==> config.mk <==
export PLATFORM = sky130hd
export DESIGN_NAME = muldiv_ctrl_flat
export DESIGN_NICKNAME = d
export VERILOG_FILES = /design/src/rtl/muldiv_ctrl_if.sv /design/src/rtl/muldiv_ctrl.sv /design/src/flat_wrapper.sv
export SDC_FILE = /design/constraint.sdc
export NUM_CORES = 1
export LEC_CHECK = 0
export CAP_MARGIN = 30
export CORE_ASPECT_RATIO = 0.5
export CORE_UTILIZATION = 41
export DETAILED_ROUTE_END_ITERATION = 12
export PLACE_DENSITY_LB_ADDON = 0.05
export SLEW_MARGIN = 20
export SYNTH_ARGS = -nofsm -noshare
export SYNTH_HDL_FRONTEND = slang
export SYNTH_SLANG_ARGS = --single-unit
==> constraint.sdc <==
create_clock -name clk -period 7.2 [get_ports clk]
set_clock_uncertainty 0.15 [all_clocks]
set_input_delay 2.16 -clock clk [delete_from_list [all_inputs] [get_ports clk]]
set_output_delay 2.16 -clock clk [all_outputs]
set_load 0.01 [all_outputs]
==> src/rtl/muldiv_ctrl_if.sv <==
// Bus bundle between the EX stage, the HI/LO file, the external multiplier /
// divider datapaths and the multiply/divide controller.
//
// Ports (all logic):
//   flush, stall_ex, op_valid, op[1:0], src1[31:0], src2[31:0]   pipeline -> ctrl
//   stallreq, busy                                               ctrl -> pipeline
//   div_start, div_signed, div_annul, div_opdata1/2[31:0]        ctrl -> divider
//   div_ready, div_result[63:0] ({rem, quot})                    divider -> ctrl
//   mul_signed, mul_ina/inb[31:0]                                ctrl -> multiplier
//   mul_result[63:0]                                             multiplier -> ctrl
//   hilo_we, hi_wdata/lo_wdata[31:0]                             ctrl -> HI/LO
// The controller uses the slave modport; the surrounding environment uses master.
interface muldiv_ctrl_if;
  logic        flush;
  logic        stall_ex;
  logic        op_valid;
  logic [1:0]  op;
  logic [31:0] src1;
  logic [31:0] src2;
  logic        stallreq;
  logic        busy;
  logic        div_start;
  logic        div_signed;
  logic        div_annul;
  logic [31:0] div_opdata1;
  logic [31:0] div_opdata2;
  logic        div_ready;
  logic [63:0] div_result;
  logic        mul_signed;
  logic [31:0] mul_ina;
  logic [31:0] mul_inb;
  logic [63:0] mul_result;
  logic        hilo_we;
  logic [31:0] hi_wdata;
  logic [31:0] lo_wdata;

  modport slave (
    input  flush, stall_ex, op_valid, op, src1, src2,
    input  div_ready, div_result, mul_result,
    output stallreq, busy,
    output div_start, div_signed, div_annul, div_opdata1, div_opdata2,
    output mul_signed, mul_ina, mul_inb,
    output hilo_we, hi_wdata, lo_wdata
  );

  modport master (
    output flush, stall_ex, op_valid, op, src1, src2,
    output div_ready, div_result, mul_result,
    input  stallreq, busy,
    input  div_start, div_signed, div_annul, div_opdata1, div_opdata2,
    input  mul_signed, mul_ina, mul_inb,
    input  hilo_we, hi_wdata, lo_wdata
  );
endinterface

==> src/rtl/muldiv_ctrl.sv <==
// Multiply/divide sequencing controller for the EX stage.
// Accepts a mult/multu/div/divu from IDLE, drives an external divider
// (handshake on div_ready) or a fixed-latency multiplier (MUL_LAT cycles),
// captures the 64-bit result and writes it to HI/LO with a single hilo_we
// pulse once the downstream stage is not stalled.
//
// Ports:
//   clk  - sole clock, rising edge
//   rst  - asynchronous active-high reset
//   bus  - muldiv_ctrl_if.slave, see interface header for signal list
//
// All outputs are decoded from registered state and latched operands; only
// stallreq (IDLE accept), div_start/div_annul (flush) and hilo_we (stall_ex,
// flush) look at live inputs because they must react in the same cycle.
module muldiv_ctrl #(
  parameter int unsigned MUL_LAT     = 2,
  parameter logic [31:0] DIV_ZERO_LO = 32'hFFFF_FFFF
) (
  input  logic          clk,
  input  logic          rst,
  muldiv_ctrl_if.slave  bus
);

  typedef enum logic [1:0] {
    IDLE     = 2'd0,
    DIV_BUSY = 2'd1,
    MUL_WAIT = 2'd2,
    DONE     = 2'd3
  } state_t;

  // Counter reload: MUL_WAIT lasts MUL_LAT cycles, capturing on the last one.
  localparam logic [3:0] CNT_INIT = 4'(MUL_LAT - 32'd1);

  state_t      state_q, state_d;
  logic [3:0]  cnt_q,   cnt_d;
  logic [1:0]  op_q,    op_d;
  logic [31:0] src1_q,  src1_d;
  logic [31:0] src2_q,  src2_d;
  logic [31:0] hi_q,    hi_d;
  logic [31:0] lo_q,    lo_d;

  logic in_idle_s;
  logic in_div_s;
  logic in_mul_s;
  logic in_done_s;

  // Next-state and datapath capture logic; flush overrides every other event.
  always_comb begin
    state_d = state_q;
    cnt_d   = cnt_q;
    op_d    = op_q;
    src1_d  = src1_q;
    src2_d  = src2_q;
    hi_d    = hi_q;
    lo_d    = lo_q;
    if (bus.flush) begin
      state_d = IDLE;
    end else begin
      case (state_q)
        IDLE: begin
          if (bus.op_valid) begin
            op_d   = bus.op;
            src1_d = bus.src1;
            src2_d = bus.src2;
            if (bus.op[1]) begin
              if (bus.src2 == 32'd0) begin
                // Divide-by-zero never touches the divider.
                state_d = DONE;
                hi_d    = bus.src1;
                lo_d    = DIV_ZERO_LO;
              end else begin
                state_d = DIV_BUSY;
              end
            end else begin
              state_d = MUL_WAIT;
              cnt_d   = CNT_INIT;
            end
          end else begin
            state_d = IDLE;
          end
        end
        DIV_BUSY: begin
          if (bus.div_ready) begin
            state_d = DONE;
            hi_d    = bus.div_result[63:32];
            lo_d    = bus.div_result[31:0];
          end else begin
            state_d = DIV_BUSY;
          end
        end
        MUL_WAIT: begin
          if (cnt_q == 4'd0) begin
            state_d = DONE;
            hi_d    = bus.mul_result[63:32];
            lo_d    = bus.mul_result[31:0];
          end else begin
            state_d = MUL_WAIT;
            cnt_d   = cnt_q - 4'd1;
          end
        end
        DONE: begin
          if (!bus.stall_ex) begin
            state_d = IDLE;
          end else begin
            state_d = DONE;
          end
        end
        default: begin
          state_d = IDLE;
        end
      endcase
    end
  end

  // State, counter, operand and result registers with asynchronous clear.
  always_ff @(posedge clk or posedge rst) begin
    if (rst) begin
      state_q <= IDLE;
      cnt_q   <= 4'd0;
      op_q    <= 2'd0;
      src1_q  <= 32'd0;
      src2_q  <= 32'd0;
      hi_q    <= 32'd0;
      lo_q    <= 32'd0;
    end else begin
      state_q <= state_d;
      cnt_q   <= cnt_d;
      op_q    <= op_d;
      src1_q  <= src1_d;
      src2_q  <= src2_d;
      hi_q    <= hi_d;
      lo_q    <= lo_d;
    end
  end

  assign in_idle_s = (state_q == IDLE);
  assign in_div_s  = (state_q == DIV_BUSY);
  assign in_mul_s  = (state_q == MUL_WAIT);
  assign in_done_s = (state_q == DONE);

  // stallreq is gated by rst so a held op_valid cannot leak out during reset.
  assign bus.stallreq    = !rst & ((in_idle_s & bus.op_valid & !bus.flush) | in_div_s | in_mul_s);
  assign bus.busy        = !in_idle_s;

  assign bus.div_start   = in_div_s & !bus.flush;
  assign bus.div_annul   = in_div_s & bus.flush;
  assign bus.div_signed  = in_div_s & ~op_q[0];
  assign bus.div_opdata1 = in_div_s ? src1_q : 32'd0;
  assign bus.div_opdata2 = in_div_s ? src2_q : 32'd0;

  assign bus.mul_signed  = in_mul_s & ~op_q[0];
  assign bus.mul_ina     = in_mul_s ? src1_q : 32'd0;
  assign bus.mul_inb     = in_mul_s ? src2_q : 32'd0;

  // Exactly one write: DONE is left on the same edge that hilo_we is seen.
  assign bus.hilo_we     = in_done_s & !bus.stall_ex & !bus.flush;
  assign bus.hi_wdata    = in_done_s ? hi_q : 32'd0;
  assign bus.lo_wdata    = in_done_s ? lo_q : 32'd0;

endmodule

==> src/flat_wrapper.sv <==
// flat-port wrapper written by rule: the top's interface ports become plain ports
module muldiv_ctrl_flat 
#(
  parameter int unsigned MUL_LAT     = 2,
  parameter logic [31:0] DIV_ZERO_LO = 32'hFFFF_FFFF
)
  (clk, rst, bus_flush, bus_stall_ex, bus_op_valid, bus_op, bus_src1, bus_src2, bus_div_ready, bus_div_result, bus_mul_result, bus_stallreq, bus_busy, bus_div_start, bus_div_signed, bus_div_annul, bus_div_opdata1, bus_div_opdata2, bus_mul_signed, bus_mul_ina, bus_mul_inb, bus_hilo_we, bus_hi_wdata, bus_lo_wdata);
  muldiv_ctrl_if bus_i ();
  input  logic clk;
  input  logic rst;
  input wire logic [$bits(bus_i.flush)-1:0] bus_flush;
  input wire logic [$bits(bus_i.stall_ex)-1:0] bus_stall_ex;
  input wire logic [$bits(bus_i.op_valid)-1:0] bus_op_valid;
  input wire logic [$bits(bus_i.op)-1:0] bus_op;
  input wire logic [$bits(bus_i.src1)-1:0] bus_src1;
  input wire logic [$bits(bus_i.src2)-1:0] bus_src2;
  input wire logic [$bits(bus_i.div_ready)-1:0] bus_div_ready;
  input wire logic [$bits(bus_i.div_result)-1:0] bus_div_result;
  input wire logic [$bits(bus_i.mul_result)-1:0] bus_mul_result;
  output wire logic [$bits(bus_i.stallreq)-1:0] bus_stallreq;
  output wire logic [$bits(bus_i.busy)-1:0] bus_busy;
  output wire logic [$bits(bus_i.div_start)-1:0] bus_div_start;
  output wire logic [$bits(bus_i.div_signed)-1:0] bus_div_signed;
  output wire logic [$bits(bus_i.div_annul)-1:0] bus_div_annul;
  output wire logic [$bits(bus_i.div_opdata1)-1:0] bus_div_opdata1;
  output wire logic [$bits(bus_i.div_opdata2)-1:0] bus_div_opdata2;
  output wire logic [$bits(bus_i.mul_signed)-1:0] bus_mul_signed;
  output wire logic [$bits(bus_i.mul_ina)-1:0] bus_mul_ina;
  output wire logic [$bits(bus_i.mul_inb)-1:0] bus_mul_inb;
  output wire logic [$bits(bus_i.hilo_we)-1:0] bus_hilo_we;
  output wire logic [$bits(bus_i.hi_wdata)-1:0] bus_hi_wdata;
  output wire logic [$bits(bus_i.lo_wdata)-1:0] bus_lo_wdata;
  assign bus_i.flush = bus_flush;
  assign bus_i.stall_ex = bus_stall_ex;
  assign bus_i.op_valid = bus_op_valid;
  assign bus_i.op = bus_op;
  assign bus_i.src1 = bus_src1;
  assign bus_i.src2 = bus_src2;
  assign bus_i.div_ready = bus_div_ready;
  assign bus_i.div_result = bus_div_result;
  assign bus_i.mul_result = bus_mul_result;
  assign bus_stallreq = bus_i.stallreq;
  assign bus_busy = bus_i.busy;
  assign bus_div_start = bus_i.div_start;
  assign bus_div_signed = bus_i.div_signed;
  assign bus_div_annul = bus_i.div_annul;
  assign bus_div_opdata1 = bus_i.div_opdata1;
  assign bus_div_opdata2 = bus_i.div_opdata2;
  assign bus_mul_signed = bus_i.mul_signed;
  assign bus_mul_ina = bus_i.mul_ina;
  assign bus_mul_inb = bus_i.mul_inb;
  assign bus_hilo_we = bus_i.hilo_we;
  assign bus_hi_wdata = bus_i.hi_wdata;
  assign bus_lo_wdata = bus_i.lo_wdata;
  muldiv_ctrl #(.MUL_LAT(MUL_LAT), .DIV_ZERO_LO(DIV_ZERO_LO)) u_core (.clk(clk), .rst(rst), .bus(bus_i));
endmodule
After elaboration in Yosys (flattened, before gate mapping):

Index checks and enable logic that the tools add are counted.
Widths: inputs -> output; s select.

* bits in registers: 135
* bits in latches: 0
* bits in writable memories: 0
* memory bits (read-only): 0
* bits of input ports: 200
* output and inout port bits: 199
* memories: 0

* add/subtract/negate cells: 1
* multipliers: 0
* divide/modulo/power cells: 0
* order comparisons: 0
* equality and inequality tests: 10
* shift-type cells: 0
* muxes and demuxes: 30
* bitwise gates (word level): 13
* reductions and logical operators: 12

Operator list (count)
* $mux 32: 16
* $pmux 32 s3: 2
* $logic_not 32->1: 1
* $ne 2x2->1 const B: 7
* $mux 2: 6
* $mux 4: 3
* $and 1x1->1: 9
* $pmux 2 s4: 1
* $pmux 4 s2: 1
* $reduce_and 7->1: 1
* $reduce_and 5->1: 1
* $eq 2x2->1 const B: 2
* $logic_not 1->1: 4
* $logic_not 4->1: 1
* $sub 4x1->4 const B: 1
* $reduce_and 3->1: 1
* $reduce_bool 3->1: 1
* $eq 2x1->1 const B: 1
* $logic_not 2->1: 1
* $not 1->1: 2
* $or 1x1->1: 2
* $reduce_bool 2->1: 1
* $mux 1: 1

Longest topological paths before layout:

Gate-level depths: netlist of run 1.

* depth after elaboration: 6
* gate-level depth with buffers: 9
* gate-level depth less buffers: 7

Worst setup path after synthesis of run 1:

OpenSTA, ideal clock, no wires.

* path type: input port to output port
* start: input port bus_flush
* end: output port bus_stallreq
* data arrival time: 2.986 ns
* setup slack: 1.904 ns
* stages: 4
* path buffers: 2
* path through: nand3b_1 clkbuf_1 buf_2 a21oi_1

* word-level cells in the longest chain between the ends: 5

RTL lines
* start, declared: RTL line flat_wrapper.sv:11 `input wire logic [$bits(bus_i.flush)-1:0] bus_flush;`
* $logic_not 1->1: RTL line muldiv_ctrl.sv:142 `assign bus.stallreq = !rst & ((in_idle_s & bus.op_valid & !bus.flush) | in_div_s | in_mul_s);`
* $and 1x1->1: RTL line muldiv_ctrl.sv:142
* $or 1x1->1 (2 in a row): RTL line muldiv_ctrl.sv:142
* $and 1x1->1: RTL line muldiv_ctrl.sv:142
* end, declared: RTL line flat_wrapper.sv:20 `output wire logic [$bits(bus_i.stallreq)-1:0] bus_stallreq;`

No other way between the ends.

Final worst setup path of run 1:

Ends and elaborated chain as after synthesis.

==> results.cfg, run 1 <==
[critical_path]
r2r-end = u_core.hi_q[4]$_DFFE_PP0P_
crit_buf_inv = 2
path_depth = 4
critPathKind = in -> out
critPathTopFamily = buffers and inverters
max_stage_delay_ns = 0.55
path_max_fanout = 7
endpoint = bus_stallreq
rrSetupSlack_ns = 3.85
worst-endpoint-required_ns = 4.89
r2r_start = u_core.state_q[0]$_DFF_PP0_
arrival_ns = 3.67
end_kind = primary output
critPathLaunchType = input port
reg2reg_depth = 7
cpMostUsedCell = clkdlybuf4s50_1
slowest_stage = clkdlybuf4s50_1
setup.worst_path.start = bus_flush
path_cells = clkdlybuf4s50_1 > nand3b_1 > a21oi_1 > clkdlybuf4s50_1

[grt]
grt_remaining_overflow = 0
grt_max_degree = 101
grt_pass1_wl_um = 38160
grtUsageTotal_pct = 24.86
antenna_found_initial = 0
grt_pass1_vias = 6923

[timing]
min_period_ns = 5.978
period_share_pct = 83.03
slew_violations = 0
fmax_mhz = 167.3
tightest_slew_ns = 0.9351
hold_viol_final = 0
rsz0062_at_grt = no
finalSetupTns_ns = 0
maxSlewHeadroom_pct = 37.66
setup_violations = 0

[job]
drv_cap = 0

[power]
swShare_pct = 31.47
netSwitchingPower_mw = 1.133
power_mw = 3.601
pwr-share-comb_pct = 39.3
p_leak_nw = 5.239
seqPwrFrac_pct = 35.7
p_clk_share_pct = 25.0
vdd_drop_max_v = 0.0002125
power.density_mw_per_mm2 = 284.1
p_int_mw = 2.468

[routing]
wire_per_inst_um = 17.92
vias = 6846
drtIter0Drc = 190
drc = 0
antenna_left = 0
detail_route.first_pass.iterations = 4
routed_wl_um = 24730
routed_via_density = 4.961

[clock_network]
postCtsHoldBufs = 0
postCtsSetupBuffers = 0
cts_tree = yes
clock_latency_ns = 0.41
cts_buffers = 17
cts_max_path_buffers = 2
htree_num_levels = 4
root_buffer = clkbuf_16
postCtsResizedCells = 0
clkTransAtPathRegs_ns = 0.05
numClockSinks = 135

[cells_and_area]
final_layout_size_suffix_gt1_share_pct = 9.723
diodes = 0
nNetsFinal = 1314
syn2layout_area_growth_pct = 60.12

[die]
ios = 399
rows = 35
core_mm2 = 0.01866
die_x_um = 198.5
die_h_um = 100.3
initial_core_util_pct = 42.43
die-area_mm2 = 0.01990

[placed_design]
dp_hpwl_um = 18090
portBuffers = 398
gp_congestion = 0.7833

[logic_synthesis]
ys_seq_area_share_pct = 42.67
syn-num-nets = 951
yosysWarnings = 0
syn_inst = 745
avgSynthCellArea_um2 = 10.63
postSynth.asyncResetShare_pct = 100.0
synth-edff-count = 0
synth-main-ff-cell = dfrtp_1
ys_types = 34
ys_seq_elements = 135
synth_area_mm2 = 0.007916

[status]
outcome = finished, final reports clean

[worst_hold_path]
min_path_cells = 1
min_path_type = reg -> reg
worst reg2reg max path, cell delays in order, from the launching register on:
cell,delay (ns)
dfrtp_1,0.42
inv_1,0.17
ha_4,0.79
nand2_1,0.31
nand4b_4,0.20
buf_4,0.48
buf_16,0.34
mux2_1,0.38
cells by family after synthesis:
logic type	synth area share, %
and+or+nand+nor	20.89
DFF	42.67
muxes	21.19
AOI/OAI and AO/OA	9.531
buffers and inverters	4.758
adders and majority gates	0.9483
layout make-up:
type | count | area, um^2
clock buffers | 19 | 442.9
inverters | 8 | 35.03
well taps | 259 | 324.1
repair buffers | 407 | 4124
clock inverters | 13 | 170.2
multi-input cells | 539 | 4202
flip-flops and latches | 135 | 3378
fillers | 1477 | 5979
synth_stat cells (2+ instances only):
cell type,n,area [um^2]
ha_1,6,75.07
clkbuf_1,52,195.2
o21ai_1,3,15.01
nand2_1,37,138.9
dfrtp_1,135,3378
nor2_1,37,138.9
buf_2,4,20.02
mux2_4,60,900.9
nand3b_1,2,15.01
nor4_1,9,56.30
buf_12,6,120.1
mux2_1,68,765.7
nor3b_1,2,15.01
nand4_1,2,12.51
and2_1,193,1207
or3_1,2,12.51
a22oi_1,65,488.0
inv_1,7,26.28
a21oi_1,38,190.2
nor2b_1,3,18.77
cell usage in the layout, fill, tap and decap left out, types with 6 or more instances in the layout:
master / count
clkbuf_16: 17
dfrtp_1: 135
nand2_1: 37
a21oi_1: 38
nor4_1: 9
and2_1: 193
a22oi_1: 65
mux2_1: 68
mux2_4: 60
clkdlybuf4s50_1: 398
nor2_1: 37
inv_1: 6
metal layers:
metal  vias to the layer above  routed length (um)  global-route usage [%]
met4                         0                 199                   4.142
met5                         -                   0                       0
li1                       3293                   -                       -
met2                       209               12220                   43.59
met1                      3325               10640                   30.97
met3                        19                1677                   7.090
worst min path at each step:
stage	end	slack, ns	from
finish	u_core.hi_q[3]$_DFFE_PP0P_	0.33	u_core.hi_q[3]$_DFFE_PP0P_
global route	u_core.hi_q[2]$_DFFE_PP0P_	0.36	u_core.hi_q[2]$_DFFE_PP0P_
detailed placement	u_core.hi_q[3]$_DFFE_PP0P_	0.33	u_core.hi_q[3]$_DFFE_PP0P_
floorplan	u_core.hi_q[1]$_DFFE_PP0P_	0.31	u_core.hi_q[1]$_DFFE_PP0P_
CTS	u_core.hi_q[3]$_DFFE_PP0P_	0.34	u_core.hi_q[3]$_DFFE_PP0P_
global placement	u_core.hi_q[1]$_DFFE_PP0P_	0.32	u_core.hi_q[1]$_DFFE_PP0P_
registers in the layout, indices dropped and copies added (netlist names):
name,flops
u_core.src1_q,32
u_core.state_q,2
u_core.src2_q,32
u_core.op_q,1
u_core.lo_q,32
u_core.hi_q,32
u_core.cnt_q,4
stage by stage:
stage	hold slack, ns	util, %	worst slack, ns	std cells	area, um^2
floorplan	0.3064	-	1.279	745	7916
global placement	0.3176	64.11	1.257	1344	11960
detailed placement	0.3284	64.37	1.244	1346	12010
CTS	0.3415	67.65	1.241	1378	12620
global route	0.3583	67.95	1.165	1380	12680
finish	0.3344	67.95	1.222	1380	12680
power by group through the flow:
stage	registers (mW)	logic (mW)	clock network, mW
final	1.29	1.41	0.902
after global placement	1.27	1.38	0
after global routing	1.33	1.54	0.962
after CTS	1.28	1.42	0.920
after floorplan	1.20	0.898	0
after detailed placement	1.29	1.41	0
Note: power is estimated with default switching activity, not from simulation.
==> run 2, diff against run 1 <==
Settings changed: CORE_UTILIZATION 41 to 37.
Clock period 7.2 ns to 4.85 ns, I/O delays scaled along.
==> run 2 against run 1 <==
Compared with the run above: total power grew 51%; first-iteration DRC count grew 51%; sequential share of layout area shrank 0.12 points; core utilization shrank 6.6 points; register-to-register slack lost 2.0 ns; via count shrank 0.41%; final area grew 0.43%; worst hold slack gained 0.0019 ns; non-clock buffer count grew 3; global-route usage shrank 1.1 points; critical endpoint is now bus_hilo_we.
==> results.cfg, run 2 (synthesized netlist as in run 1, its figures left out) <==
[clock_network]
numClockSinks = 135
clock_latency_ns = 0.41
clkTransAtPathRegs_ns = 0.06
postCtsHoldBufs = 0
htree_num_levels = 4
cts_max_path_buffers = 2
postCtsResizedCells = 0
postCtsSetupBuffers = 0
cts_tree = yes
cts_buffers = 17
root_buffer = clkbuf_16

[grt]
grt_util_met2_pct = 39.86
grt_remaining_overflow = 0
antenna_found_initial = 0
grtUsageTotal_pct = 23.79
grt.busiest_layer = met2
grt_pass1_wl_um = 40630
grt_max_degree = 102
grt_pass1_vias = 7351
groute.layer.met1.usage_pct = 30.37
use_met3_pct = 6.287

[placed_design]
dpl.cell_count = 1365
dp_hpwl_um = 18990
place_worst_setup_slack_ns = 0.2664
portBuffers = 398
gp_congestion = 0.7780

[power]
p_clk_share_pct = 26.7
seqPwrFrac_pct = 35.0
pwr-share-comb_pct = 38.3
p_leak_nw = 5.259
netSwitchingPower_mw = 1.670
vdd_drop_max_v = 0.0002264
power.density_mw_per_mm2 = 428.2
p_int_mw = 3.781
power_mw = 5.451
swShare_pct = 30.64

[critical_path]
end_kind = primary output
critPathLaunchType = input port
r2r_start = u_core.state_q[0]$_DFF_PP0_
endpoint = bus_hilo_we
rrSetupSlack_ns = 1.88
worst-endpoint-required_ns = 3.24
path_max_fanout = 4
setup.worst_path.start = bus_flush
arrival_ns = 2.98
critPathKind = in -> out
reg2reg_depth = 7
r2r-end = u_core.hi_q[4]$_DFFE_PP0P_

[job]
drv_cap = 0

[die]
die-area_mm2 = 0.02202
core_mm2 = 0.02074
ios = 399
initial_core_util_pct = 38.17
die_x_um = 208.9
die_h_um = 105.4
rows = 37

[routing]
vias = 6818
routed_wl_um = 25860
wire_per_inst_um = 18.51
antenna_left = 0
detail_route.first_pass.iterations = 4
drtIter0Drc = 287
routed_via_density = 4.880
drc = 0

[timing]
setup_violations = 0
hold_viol_final = 0
finalSetupTns_ns = 0
whs_ns = 0.3363
maxSlewHeadroom_pct = 40.23
tightest_slew_ns = 0.8966
slew_violations = 0
finalWorstSetupSlack_ns = 0.2660
fmax_mhz = 218.2
min_period_ns = 4.584
period_share_pct = 94.51
rsz0062_at_grt = no

[cells_and_area]
diodes = 0
final_common_cell = clkdlybuf4s50_1
final_cell_mix = clkdlybuf4s50_1, and2_1, dfrtp_1, mux2_1, a22oi_1
final_layout_size_suffix_gt1_share_pct = 9.964
nFillCells = 1762
final_cells = 1397
nNetsFinal = 1317
syn2layout_area_growth_pct = 60.82

[worst_hold_path]
min_path_type = reg -> reg

[status]
outcome = finished, final reports clean
## run 2: cell types whose count changed in the layout (fill, tap and decap cells not counted), sizes merged
cell and delta:
inv -3, buf +3, clkbuf +2, clkinvlp +2
bufinv +2, clkinv -3
## run 2: critical path, stage by stage
cell	delay (ns)
clkdlybuf4s50_1	0.53
buf_4	0.22
nor3b_1	0.20
clkdlybuf4s50_1	0.57
## run 2: worst min-delay path by stage
stage                               start                    endpoint  slack (ns)  cells after the start
4_1_cts        u_core.hi_q[4]$_DFFE_PP0P_  u_core.hi_q[4]$_DFFE_PP0P_        0.34                      1
6_report       u_core.hi_q[4]$_DFFE_PP0P_  u_core.hi_q[4]$_DFFE_PP0P_        0.34                      1
3_3_place_gp   u_core.hi_q[1]$_DFFE_PP0P_  u_core.hi_q[1]$_DFFE_PP0P_        0.32                      1
5_1_grt        u_core.hi_q[4]$_DFFE_PP0P_  u_core.hi_q[4]$_DFFE_PP0P_        0.36                      1
3_5_place_dp   u_core.hi_q[4]$_DFFE_PP0P_  u_core.hi_q[4]$_DFFE_PP0P_        0.33                      1
2_1_floorplan  u_core.hi_q[1]$_DFFE_PP0P_  u_core.hi_q[1]$_DFFE_PP0P_        0.31                      1
## run 2: area by class of cell
type                            instances  area (um^2)  share of cell area (%)
Clock inverter                         11        193.9                   1.523
Inverter                                8        33.78                  0.2654
Tap cell                              273        341.6                   2.683
Clock buffer                           21        470.5                   3.695
Timing Repair Buffer                  410         4111                   32.29
Sequential cell                       135         3378                   26.54
Multi-Input combinational cell        539         4202                   33.00
## run 2: metal layers
| layer | wire, um | vias to the layer above |
|---|---|---|
| met5 | 0 | - |
| met4 | 401 | 0 |
| met3 | 1278 | 22 |
| met2 | 12500 | 170 |
| met1 | 11680 | 3339 |
| li1 | - | 3287 |
## run 2: through the flow
stage | utilization, % | instance area [um^2]
after floorplan | - | 7920
after global placement | 58.18 | 12070
after detailed placement | 58.18 | 12070
after CTS | 61.38 | 12730
after global routing | 61.38 | 12730
final | 61.38 | 12730
## run 2: power groups by stage
stage,clock (mW),combinational [mW],sequential [mW]
global route,1.54,2.28,1.97
floorplan,0,1.33,1.79
finish,1.45,2.09,1.91
global placement,0,2.07,1.90
detailed placement,0,2.11,1.92
CTS,1.49,2.12,1.91
